==> src/rtl/execute_result_collect.sv <==
// Execute-stage result sink: tracks the instruction in flight, waits on
// multi-cycle units, registers one result and offers it to writeback.
module execute_result_collect #(
    parameter int NUM_UNITS      = 4,
    parameter int TIMEOUT_CYCLES = 64
) (
    input  logic                      clk,
    input  logic                      reset_n,
    input  logic                      flush,
    input  logic                      read_valid,
    input  logic [4:0]                decode_rd,
    input  logic [NUM_UNITS-1:0]      unit_processing,
    input  logic [NUM_UNITS-1:0]      unit_valid,
    input  logic [32*NUM_UNITS-1:0]   unit_rd_val,
    output logic                      exec_busy,
    output logic                      wb_valid,
    input  logic                      wb_ready,
    output logic [4:0]                wb_rd,
    output logic [31:0]               wb_val,
    output logic                      illegal_op,
    output logic                      timeout,
    output logic                      protocol_err,
    output logic [31:0]               retired_count
);

    typedef enum logic [1:0] {
        S_IDLE,
        S_BUSY,
        S_RESULT
    } state_t;

    localparam logic [7:0] TO_LAST = 8'(TIMEOUT_CYCLES - 1);

    state_t      r_state;
    state_t      w_next;
    logic [7:0]  r_cnt;
    logic [7:0]  w_cnt_next;
    logic [4:0]  r_rd;
    logic [4:0]  w_rd_next;
    logic [31:0] r_val;
    logic [31:0] w_val_next;
    logic        r_illegal;
    logic        r_timeout;
    logic        r_perr;
    logic [31:0] r_retired;
    logic        w_illegal;
    logic        w_timeout;
    logic        w_perr_set;
    logic        w_retire;
    logic [31:0] w_win_val;
    logic        w_any_valid;
    logic        w_multi_valid;
    logic        w_any_proc;

    // Scan from the top down so the lowest-index valid unit overwrites last.
    always_comb begin
        w_win_val = '0;
        for (int i = NUM_UNITS - 1; i >= 0; i--) begin
            if (unit_valid[i]) begin
                w_win_val = unit_rd_val[32*i +: 32];
            end
        end
    end

    assign w_any_valid   = |unit_valid;
    assign w_multi_valid = (unit_valid & (unit_valid - NUM_UNITS'(1))) != '0;
    assign w_any_proc    = |unit_processing;

    // The x0 zeroing is applied at capture so the held value is already final.
    always_comb begin
        w_next     = r_state;
        w_cnt_next = r_cnt;
        w_rd_next  = r_rd;
        w_val_next = r_val;
        w_illegal  = 1'b0;
        w_timeout  = 1'b0;
        w_perr_set = 1'b0;
        w_retire   = 1'b0;
        if (flush) begin
            w_next     = S_IDLE;
            w_cnt_next = '0;
        end else begin
            case (r_state)
                S_IDLE: begin
                    if (read_valid) begin
                        w_rd_next = decode_rd;
                        if (w_any_valid) begin
                            w_val_next = (decode_rd == 5'd0) ? 32'd0 : w_win_val;
                            w_perr_set = w_multi_valid;
                            w_next     = S_RESULT;
                        end else if (w_any_proc) begin
                            w_cnt_next = '0;
                            w_next     = S_BUSY;
                        end else begin
                            w_illegal = 1'b1;
                        end
                    end
                end
                S_BUSY: begin
                    w_perr_set = read_valid;
                    if (w_any_valid) begin
                        w_val_next = (r_rd == 5'd0) ? 32'd0 : w_win_val;
                        w_perr_set = read_valid | w_multi_valid;
                        w_next     = S_RESULT;
                    end else if (r_cnt == TO_LAST) begin
                        w_timeout = 1'b1;
                        w_next    = S_IDLE;
                    end else begin
                        w_cnt_next = r_cnt + 8'd1;
                    end
                end
                S_RESULT: begin
                    w_perr_set = read_valid;
                    if (wb_ready) begin
                        w_retire = 1'b1;
                        w_next   = S_IDLE;
                    end
                end
                default: begin
                    w_next = S_IDLE;
                end
            endcase
        end
    end

    always_ff @(posedge clk or negedge reset_n) begin
        if (!reset_n) begin
            r_state   <= S_IDLE;
            r_cnt     <= '0;
            r_rd      <= '0;
            r_val     <= '0;
            r_illegal <= 1'b0;
            r_timeout <= 1'b0;
            r_perr    <= 1'b0;
            r_retired <= '0;
        end else begin
            r_state   <= w_next;
            r_cnt     <= w_cnt_next;
            r_rd      <= w_rd_next;
            r_val     <= w_val_next;
            r_illegal <= w_illegal;
            r_timeout <= w_timeout;
            if (w_perr_set) begin
                r_perr <= 1'b1;
            end
            if (w_retire) begin
                r_retired <= r_retired + 32'd1;
            end
        end
    end

    assign exec_busy     = (r_state != S_IDLE);
    assign wb_valid      = (r_state == S_RESULT);
    assign wb_rd         = r_rd;
    assign wb_val        = r_val;
    assign illegal_op    = r_illegal;
    assign timeout       = r_timeout;
    assign protocol_err  = r_perr;
    assign retired_count = r_retired;

endmodule
==> config.mk <==
export PLATFORM = sky130hd
export DESIGN_NAME = execute_result_collect
export DESIGN_NICKNAME = d
export VERILOG_FILES = /design/src/rtl/execute_result_collect.sv
export SDC_FILE = /design/constraint.sdc
export NUM_CORES = 1
export LEC_CHECK = 0
export BUFFER_PORTS_ARGS = -buffer_cell sky130_fd_sc_hd__buf_2
export CAP_MARGIN = 20
export CORE_AREA = 4 4 104 106
export CTS_CLUSTER_DIAMETER = 100
export CTS_CLUSTER_SIZE = 20
export DETAILED_ROUTE_END_ITERATION = 12
export DIE_AREA = 0 0 108 110
export GPL_TIMING_DRIVEN = 0
export PLACE_DENSITY = 0.78
export SLEW_MARGIN = 10
export SYNTH_ARGS = -nofsm -noshare
export SYNTH_HDL_FRONTEND = slang
export SYNTH_SLANG_ARGS = --single-unit
==> constraint.sdc <==
create_clock -name clk -period 1.9 [get_ports clk]
set_input_delay 0 -clock clk [delete_from_list [all_inputs] [get_ports clk]]
set_output_delay 0 -clock clk [all_outputs]
set_load 0.05 [all_outputs]
### Word level (Yosys, flattened, before mapping)

Cells that the tools add are included.

| storage, ports and cells | value |
|---|---|
| input bits | 146 |
| flip-flop bits (word level) | 82 |
| logic and storage cells | 83 |

| operators by class | value |
|---|---|
| mux-type cells | 42 |
| reduce and logical (&&, ||, !) cells | 13 |
| bitwise logic cells | 3 |
| equal/unequal tests | 14 |
| add/subtract/negate cells | 3 |

Operators by type and width:

| cell | count |
|---|---|
| $mux W32 | 9 |
| $pmux W32 S2 | 1 |
| $mux W8 | 6 |
| $add A32 B1 Y32 const B | 1 |
| $mux W1 | 16 |
| $pmux W8 S2 | 1 |
| $ne A3 B3 Y1 const B | 5 |
| $mux W2 | 7 |
| $logic_not A5 Y1 | 2 |
| $add A8 B1 Y8 const B | 1 |
| $eq A8 B6 Y1 const B | 1 |
| $ne A4 B4 Y1 const B | 2 |
| $reduce_or A4 Y1 | 2 |
| $ne A2 B2 Y1 const B | 3 |
| $pmux W2 S3 | 1 |
| $reduce_and A6 Y1 | 1 |
| $reduce_and A5 Y1 | 1 |
| $and A4 B4 Y4 | 1 |
| $reduce_and A4 Y1 | 1 |
| $reduce_bool A2 Y1 | 2 |
| $reduce_bool A4 Y1 | 1 |
| $sub A4 B1 Y4 const B | 1 |
| $ne A3 B2 Y1 const B | 1 |
| $pmux W1 S3 | 1 |
| other kinds (7) | 7 |

### Longest topological paths before layout

Gate-level depths: netlist (run 1).

| logic depth | value |
|---|---|
| depth after elaboration | 8 |
| gate-level depth with buffers | 7 |
| mapped depth without buffers | 5 |

### Worst setup path after synthesis (run 1)

Ideal clock, no wire load.

| timing path | value |
|---|---|
| path type | reg-to-reg |
| start | register r_retired[10] (netlist: retired_count[10]) |
| end | register r_retired[29] (netlist: retired_count[29]) |
| data arrival time | 1.771 ns |
| required time | 1.755 ns |
| library setup time | 0.145 ns |
| buffers on the path | 1 |
| path slack | -0.016 ns |
| stages on the path, launching flop included | 6 |
| cell sequence | dfrtp_1 buf_2 nand4_1 or3_1 nor4_1 xor2_1 |

| between the ends | value |
|---|---|
| cells in the longest elaborated chain, start to end | 1 |

Ends and longest elaborated chain:

| what | RTL line | RTL |
|---|---|---|
| start, declared | 45 | `logic [31:0] r_retired;` |
| start signal, assigned | 147 | `r_retired <= r_retired + 32'd1;` |
| $add A32 B1 Y32 | 147 |  |

No other way between the ends.
A chain may end at the register's enable or synchronous reset.

### Worst setup path after layout (run 1)

| timing path | value |
|---|---|
| start | input port decode_rd[0] |
| end | register r_val[21] (netlist: wb_val[21]) |

| between the ends | value |
|---|---|
| cells in the longest elaborated chain, start to end | 5 |

Ends and longest elaborated chain:

| what | RTL line | RTL |
|---|---|---|
| start, declared | 11 | `input logic [4:0] decode_rd,` |
| $logic_not A5 Y1 | 88 | `w_val_next = (decode_rd == 5'd0) ? 32'd0 : w_win_val;` |
| $mux W32 | 88 |  |
| $mux W32 | 87 | `if (w_any_valid) begin` |
| $mux W32 | 85 | `if (read_valid) begin` |
| $pmux W32 S2 | 83 | `case (r_state)` |
| end signal, assigned | 140 | `r_val <= w_val_next;` |
| end, declared | 40 | `logic [31:0] r_val;` |

No other way between the ends. The select of a mux whose other input is x is not followed.

==> results.yml, run 1 <==
status:
  status: "finished clean"
finish:
  instances_no_fill: 810
  areaGrowthSynthToFinish_pct: 37.2
  layout_commonest_cell: "buf_2"
  final_cell_mix: "buf_2, dfrtp_1, a21oi_1"
  final_layout_size_suffix_gt1_share_pct: 40.6
  fin_nets: 820
  final_area_sq_um: 6060
  utilization_pct: 62.0
  diodes: 0
route:
  postRouteAntennaNets: 0
  viasPerCell: 5.70
  first_iter_violations: 278
  drt_wl_total_mm: 15.4
  drc: 0
  firstDrtPassIters: 6
  wl_per_cell_um: 19.0
  via_count: 4614
synth:
  ys_seq_elements: 82
  yosysTopAreaCell: "dfrtp_1"
  synth_cells: 433
  syn_area_per_cell_sq_um: 10.2
  synth_edf_count: 0
  seq_area_frac_synth_pct: 46.4
  yosysWarnings: 0
  synth_top_area_share_pct: 46.4
  synth_nets: 581
  ys_async_sr_fraction_pct: 100
  synth_flop_cell: "dfrtp_1"
  ys_top_cells_by_area: "dfrtp_1, a22o_1, a22oi_1, o22ai_1, a21oi_1"
  syn_area_sq_um: 4420
  synth.distinct_cells: 59
job:
  maxCapViolCount: 0
clock_network:
  post_cts_buffers: 0
  cts_tree: "yes"
  h-tree-depth: 3
  clkSlewWorstSetupHoldPaths_ns: 0.08
  clock-sinks: 82
  clockBufferDepth: 2
  cts_root_buffer: "clkbuf_8"
  insertion_delay_ns: 0.34
  numCtsBuffers: 9
setup_path:
  cp-end-kind: "register"
  crit_end: "wb_val[21]"
  r2r_slack_ns: 0.11
  worstPathRequired_ns: 2.12
  r2r_end: "r_cnt[1]"
  critical_path_class: "in2reg"
  r2r_start: "r_cnt[1]"
  crit_fanout: 10
  setup.worst_path.start: "decode_rd[0]"
  crit_path_start_kind: "primary input"
  rr_worst_depth: 5
  crit_arrival_ns: 2.07
floorplanning:
  rows: 36
  die_h_um: 110
  core_sq_um: 9770
  initial_utilization_pct: 45.2
  die_w_um: 108
  die_area_sq_um: 11900
  pin_count: 220
placement:
  gp_congestion: 0.931
  hpwl_mm: 11.8
  portBuffers: 217
  dpl_cell_area_sq_um: 5700
  dp.cells: 784
sta:
  setup-violations-final: 0
  slew_viol_final: 0
  hold_violations: 0
  rsz0062_at_grt: "true"
  tns_ns: 0
  slew_headroom_pct: 55.7
  period_minus_slack_ns: 1.86
  max_slew.worst_pin.slew_ns: 0.664
  fin_worst_skew_ns: 0.0151
  final.period_utilization_pct: 97.8
  fmax_mhz: 538
pwr:
  p_leak_nw: 2.95
  p_per_area_nw_per_um2: 841
  vdd_drop_max_v: 0.000972
grt:
  grt_max_degree: 53
  antenna_found_initial: 0
  grt-ovfl-total: 0
  grt_pass1_vias: 4540
  grt_pass1_wl_mm: 22.9
  track_usage_pct: 24.5
hold_path:
  holdPathStages: 4
  hp-class: "in2reg"
==> where the power goes <==
group,switching (mW),internal (mW)
clock network,0.636,0.611
logic,1.23,0.531
registers,0.145,1.95
total,2.01,3.09
==> Yosys cell counts, types with 4 or more instances <==
| library cell | number |
|---|---|
| and2_1 | 5 |
| and4_1 | 5 |
| and3_1 | 4 |
| xnor2_1 | 13 |
| buf_6 | 4 |
| xor2_1 | 18 |
| a22oi_1 | 32 |
| a21oi_1 | 34 |
| mux2_2 | 5 |
| inv_1 | 10 |
| clkbuf_1 | 17 |
| nand4_1 | 8 |
| nor4_1 | 9 |
| a22o_1 | 32 |
| nand2_1 | 23 |
| buf_2 | 8 |
| o21ai_1 | 5 |
| nor3_1 | 15 |
| nor2_1 | 12 |
| dfrtp_1 | 82 |
| nand3_1 | 9 |
| o22ai_1 | 33 |
==> flip-flops by register name, indices dropped and copies added, names as in the netlist <==
name / cells
protocol_err: 1
wb_val: 32
illegal_op: 1
wb_rd: 5
timeout: 1
r_cnt: 8
r_state: 2
retired_count: 32
==> worst min path at each step <==
stage,startpoint,end,slack (ns)
detailed placement,reset_n,r_state[0],-0.04
floorplan,reset_n,illegal_op,-0.30
CTS,unit_valid[3],r_state[0],0.03
global route,unit_valid[3],r_state[0],0.05
finish,unit_valid[3],r_state[0],0.04
global placement,wb_ready,r_state[1],0.20
==> repair_timing <==
item	4_1_cts	5_1_grt
pin swaps	1	0
hold buffers	10	0
endpoints found under the hold margin	83	0
gates resized for setup	0	14
setup endpoints to repair	1	44
==> layout make-up <==
class / instances / area (sq um)
well taps: 133 / 166
plain buffers: 31 / 164
clock inverters: 6 / 67.6
inverters: 11 / 41.3
repair buffers: 228 / 1220
multi-input cells: 309 / 2230
fillers: 828 / 3710
flip-flops and latches: 82 / 2050
clock buffers: 10 / 128
==> worst max-delay path: stages <==
cell and delay (ns):
dlygate4sd3_1 0.54, buf_2 0.13, or4_1 0.59, o31ai_2 0.29, o31ai_4 0.14, buf_6 0.18, a22o_1 0.19
==> routing by layer <==
layer / vias up / track usage [%] / wire (um)
met5: - / 0 / 0
met3: 23 / 4.48 / 1180
met2: 206 / 45.2 / 7840
met1: 2240 / 29.0 / 5980
met4: 0 / 7.84 / 358
li1: 2145 / - / -
==> kinds of logic (layout without fill, tap and decap cells) <==
kind of cell | Yosys count | count (layout) | share of synthesized area (%)
AND/OR/NAND/NOR | 111 | 111 | 14.7
flip-flops | 82 | 82 | 46.4
adder cells (fa/ha/maj) | 3 | 3 | 0.792
buffers and inverters | 42 | 286 | 4.56
AO/OA/AOI/OAI | 157 | 157 | 25.7
XOR/XNOR | 31 | 31 | 6.14
multiplexers | 7 | 7 | 1.75
==> stage by stage <==
stage	power (mW)	worst slack [ns]	hold WS (ns)
floorplan	3.27	0.0187	-0.296
global placement	3.83	0.0415	0.196
detailed placement	3.86	0.00902	-0.0351
CTS	5.13	0.0111	0.0270
global route	5.32	-0.0117	0.0525
finish	5.10	0.0425	0.0416
(Power assumes the default switching activity.)
==> run 2, diff against run 1 <==
--- a/config.mk
+++ b/config.mk
@@ -7,13 +7,16 @@
 export LEC_CHECK = 0
 export BUFFER_PORTS_ARGS = -buffer_cell sky130_fd_sc_hd__buf_2
 export CAP_MARGIN = 20
-export CORE_AREA = 4 4 104 106
+export CELL_PAD_IN_SITES_DETAIL_PLACEMENT = 0
+export CELL_PAD_IN_SITES_GLOBAL_PLACEMENT = 1
+export CORE_AREA = 4 4 120 122
 export CTS_CLUSTER_DIAMETER = 100
 export CTS_CLUSTER_SIZE = 20
 export DETAILED_ROUTE_END_ITERATION = 12
-export DIE_AREA = 0 0 108 110
+export DIE_AREA = 0 0 124 126
 export GPL_TIMING_DRIVEN = 0
-export PLACE_DENSITY = 0.78
+export MAX_ROUTING_LAYER = met4
+export PLACE_DENSITY_LB_ADDON = 0.1
 export SLEW_MARGIN = 10
 export SYNTH_ARGS = -nofsm -noshare
 export SYNTH_HDL_FRONTEND = slang
==> results.yml, run 2 (synthesis results as in run 1) <==
route:
  via_count: 4517
  viasPerCell: 5.26
  postRouteAntennaNets: 0
  wl_per_cell_um: 18.9
  firstDrtPassIters: 4
  first_iter_violations: 225
  drt_wl_total_mm: 16.2
  drc: 0
placement:
  hpwl_mm: 12.4
  portBuffers: 217
  gp_congestion: 0.846
  pre_cts_ws_ns: 0.0104
setup_path:
  crit_arrival_ns: 2.08
  r2r_slack_ns: 0.09
  crit_cells: 7
  slowest_delay_ns: 0.59
  crit_path_start_kind: "primary input"
  path_buf_inv: 3
  crit_fanout: 10
  crit_chain: "dlygate4sd3_1 -> buf_2 -> or4_1 -> o31ai_2 -> o31ai_4 -> buf_6 -> a22o_1"
  worstPathRequired_ns: 2.13
  cp-end-kind: "register"
  r2r_start: "r_cnt[0]"
  cpMaxStageDelayCell: "or4_1"
  rr_worst_depth: 5
  cp_top_family: "buffers and inverters"
  critical_path_class: "in2reg"
  r2r_end: "r_cnt[1]"
finish:
  areaGrowthSynthToFinish_pct: 43.2
  fin_nets: 823
  final_cell_mix: "buf_2, dfrtp_1, a21oi_1"
  final_layout_size_suffix_gt1_share_pct: 41.6
  layout_commonest_cell: "buf_2"
floorplanning:
  core_sq_um: 13200
  die_w_um: 124
  initial_utilization_pct: 33.5
  die_h_um: 126
  rows: 42
  pin_count: 220
  die_area_sq_um: 15600
grt:
  grt_pass1_vias: 4549
  antenna_found_initial: 2
  grt_pass1_wl_mm: 24.6
  met1_usage_pct: 26.4
  use_met2_pct: 33.2
  grt_max_degree: 63
  met3_usage_pct: 4.57
  grt-busiest-layer: "met2"
  track_usage_pct: 20.9
  grt-ovfl-total: 0
hold_path:
  hp-start: "flush"
  worstHoldEndpoint: "r_cnt[2]"
  holdPathStages: 2
  hp-class: "in2reg"
clock_network:
  cts_root_buffer: "clkbuf_16"
  clkSlewWorstSetupHoldPaths_ns: 0.06
  clock-sinks: 82
  cts_tree: "yes"
  numCtsBuffers: 9
  clockBufferDepth: 2
  insertion_delay_ns: 0.34
  h-tree-depth: 3
pwr:
  vdd_drop_max_v: 0.000556
  p_per_area_nw_per_um2: 907
  p_leak_nw: 3.03
sta:
  final.period_utilization_pct: 97.8
  setup-violations-final: 0
  hold_slack_ns: 0.00641
  fmax_mhz: 538
  max_slew.worst_pin.slew_ns: 0.682
  period_minus_slack_ns: 1.86
  fin_worst_skew_ns: 0.00642
  slew_headroom_pct: 54.6
  hold_violations: 0
  slew_viol_final: 0
  final.setup.worst_slack_ns: 0.0426
status:
  status: "finished clean"
job:
  maxCapViolCount: 0
-- run 2: cell count changes in the layout (fill, tap and decap cells not counted), sizes merged --
cell | previous run | this run
buf | 231 | 234
clkinv | 4 | 2
diode | 0 | 2
bufinv | 1 | 2
clkbuf | 28 | 29
clkinvlp | 2 | 1
nand4 | 10 | 11
-- run 2: repair_timing --
action / in CTS / in global routing
resized for setup: 1 / 22
setup buffers: 0 / 2
cloned: 0 / 1
endpoints found under the hold margin: 89 / 0
pin swaps: 0 / 1
hold buffers: 10 / 0
setup endpoints to repair: 1 / 47
-- run 2: where the power goes --
group	leakage [nW]	internal, mW	switching, mW	total [mW]
sequential	1.04	1.95	0.142	2.09
clock	0.153	1.19	0.703	1.89
combinational	1.83	0.532	1.22	1.75
total	3.03	3.67	2.07	5.74
-- run 2: area by class of cell --
class	instances	area, sq um
diodes	2	5.00
well taps	176	220
clock inverters	4	76.3
multi-input cells	310	2290
repair buffers	230	1230
fillers	1311	6860
inverters	11	41.3
plain buffers	31	168
clock buffers	12	246
flip-flops and latches	82	2050
-- run 2: how the worst max path moves through the flow --
stage	start	end	slack (ns)
6_report	decode_rd[0]	wb_val[24]	0.04
5_1_grt	decode_rd[0]	wb_val[27]	-0.01
4_1_cts	r_state[0]	wb_val[24]	0.006
3_5_place_dp	r_state[1]	retired_count[21]	0.01
3_3_place_gp	reset_n	retired_count[10]	-0.08
2_1_floorplan	wb_rd[0]	wb_val[0]	0.02
-- run 2: metrics by stage --
stage	std cells	utilization [%]	cell area, sq um	total power [mW]	TNS, ns
2_1_floorplan	433	-	4420	3.27	0
5_1_grt	858	48.0	6330	6.02	-0.0213
6_report	858	48.0	6330	5.74	0
3_3_place_gp	826	43.4	5730	3.85	-0.0791
4_1_cts	853	46.9	6190	5.80	0
3_5_place_dp	827	43.7	5760	3.86	0
-- run 2: layer usage --
| layer | vias up | share of wire [%] | wire length, um |
|---|---|---|---|
| met4 | 0 | 1.5 | 246 |
| met2 | 162 | 47 | 7690 |
| met5 | - | 0 | 0 |
| met3 | 17 | 8.1 | 1320 |
| li1 | 2169 | - | - |
| met1 | 2169 | 43 | 6940 |
==> run 3, diff against run 2 <==
--- a/config.mk
+++ b/config.mk
@@ -17,6 +17,7 @@
 export GPL_TIMING_DRIVEN = 0
 export MAX_ROUTING_LAYER = met4
 export PLACE_DENSITY_LB_ADDON = 0.1
+export RECOVER_POWER = 50
 export SLEW_MARGIN = 10
 export SYNTH_ARGS = -nofsm -noshare
 export SYNTH_HDL_FRONTEND = slang
==> results.yml, run 3 (synthesis results as in run 1) <==
grt:
  met3_usage_pct: 4.57
  antenna_found_initial: 2
  grt_pass1_vias: 4549
  track_usage_pct: 20.9
  grt-ovfl-total: 0
  grt_pass1_wl_mm: 24.6
  met1_usage_pct: 26.4
  use_met2_pct: 33.2
  grt-busiest-layer: "met2"
  grt_max_degree: 63
pwr:
  switching_share_pct: 36.3
  pwr-share-comb_pct: 30.0
  p_per_area_nw_per_um2: 909
  p_leak_nw: 2.91
  clkPwrFrac_pct: 33.2
  power_switching_mw: 2.07
  cellInternalPower_mw: 3.63
  p_seq_share_pct: 36.8
  vdd_drop_max_v: 0.000556
floorplanning:
  die_w_um: 124
  rows: 42
  die_area_sq_um: 15600
  pin_count: 220
  initial_utilization_pct: 33.5
  die_h_um: 126
  core_sq_um: 13200
setup_path:
  critical_path_class: "in2reg"
  rr_worst_depth: 5
  crit_fanout: 10
  cp-end-kind: "register"
  worstPathRequired_ns: 2.13
  crit_arrival_ns: 2.08
  crit_path_start_kind: "primary input"
sta:
  max_slew.worst_pin.slew_ns: 1.31
  final.period_utilization_pct: 97.6
  period_minus_slack_ns: 1.86
  slew_headroom_pct: 12.9
  fin_worst_skew_ns: 0.00542
  hold_violations: 0
  hold_slack_ns: 0.00432
  final.setup.worst_slack_ns: 0.0447
  setup-violations-final: 0
  slew_viol_final: 0
  fmax_mhz: 539
route:
  viasPerCell: 5.25
  postRouteAntennaNets: 0
  wl_per_cell_um: 18.9
  via_count: 4504
  first_iter_violations: 224
  firstDrtPassIters: 5
  drt_wl_total_mm: 16.2
  drc: 0
finish:
  fillCellCount: 1325
  final_cell_mix: "buf_2, dfrtp_1, clkbuf_1"
  fin_nets: 823
  layout_commonest_cell: "buf_2"
  areaGrowthSynthToFinish_pct: 42.1
  final_layout_size_suffix_gt1_share_pct: 36.2
clock_network:
  cts_tree: "yes"
  cts_root_buffer: "clkbuf_16"
  numCtsBuffers: 9
  insertion_delay_ns: 0.34
  clock-sinks: 82
  clockBufferDepth: 2
  clkSlewWorstSetupHoldPaths_ns: 0.06
  h-tree-depth: 3
hold_path:
  hp-class: "in2reg"
  holdPathStages: 2
placement:
  gp_congestion: 0.846
  hpwl_mm: 12.4
  pre_cts_ws_ns: 0.0104
  portBuffers: 217
status:
  status: "finished clean"
job:
  maxCapViolCount: 0
## run 3: per-layer routing
metal  vias up  wire, um  share of wire, %
met5         -         0                 0
met4         0       272               1.7
met3        20      1250               7.7
met2       157      7670                47
met1      2159      7000                43
li1       2168         -                 -
## run 3: area by class of cell
type                       count  area, sq um  share of cell area, %
antenna                        2         5.00                 0.0797
buffer                        31          168                   2.67
clock buffer                  12          246                   3.92
clock inverter                 4         76.3                   1.22
inverter                      11         41.3                  0.657
multi-input combinational    310         2290                   36.4
sequential                    82         2050                   32.7
tap                          176          220                   3.51
timing repair buffer         230         1180                   18.8
## run 3: final timing paths
path / start / endpoint / slack (ns)
setup reg to reg: r_cnt[0] / r_cnt[1] / 0.09
min in group asynchronous: reset_n / wb_val[3] / 0.47
setup / recovery: decode_rd[0] / wb_val[24] / 0.04
max in group asynchronous: reset_n / retired_count[10] / 0.50
hold / removal: flush / r_cnt[2] / 0.004
hold reg to reg: retired_count[31] / retired_count[31] / 0.47
## run 3: timing repair
action	4_1_cts	5_1_grt
hold buffers	10	0
endpoints found under the hold margin	89	0
endpoints found under the setup margin	1	47
setup buffers	0	2
pin swaps	0	1
resized for setup	1	22
cloned	0	1
## run 3: critical path: stages
cell and delay (ns):
dlygate4sd3_1 0.52, buf_2 0.13, or4_1 0.59, o31ai_2 0.31, o31ai_4 0.14, buf_6 0.18, a22o_1 0.20
## run 3: per-stage QoR
step / setup TNS [ns] / cells / power (mW) / utilization [%] / cell area, sq um
CTS: 0 / 853 / 5.80 / 46.9 / 6190
global route: -0.0213 / 858 / 5.99 / 47.6 / 6280
detailed placement: 0 / 827 / 3.86 / 43.7 / 5760
finish: 0 / 858 / 5.71 / 47.6 / 6280
global placement: -0.0791 / 826 / 3.85 / 43.4 / 5730
floorplan: 0 / 433 / 3.27 / - / 4420
## run 3: power groups by stage
stage | sequential (mW) | clock (mW) | combinational [mW]
after floorplan | 2.83 | 0 | 0.441
after global placement | 2.12 | 0 | 1.73
after detailed placement | 2.12 | 0 | 1.74
after CTS | 2.09 | 1.94 | 1.76
after global routing | 2.13 | 2.03 | 1.83
final | 2.10 | 1.90 | 1.71
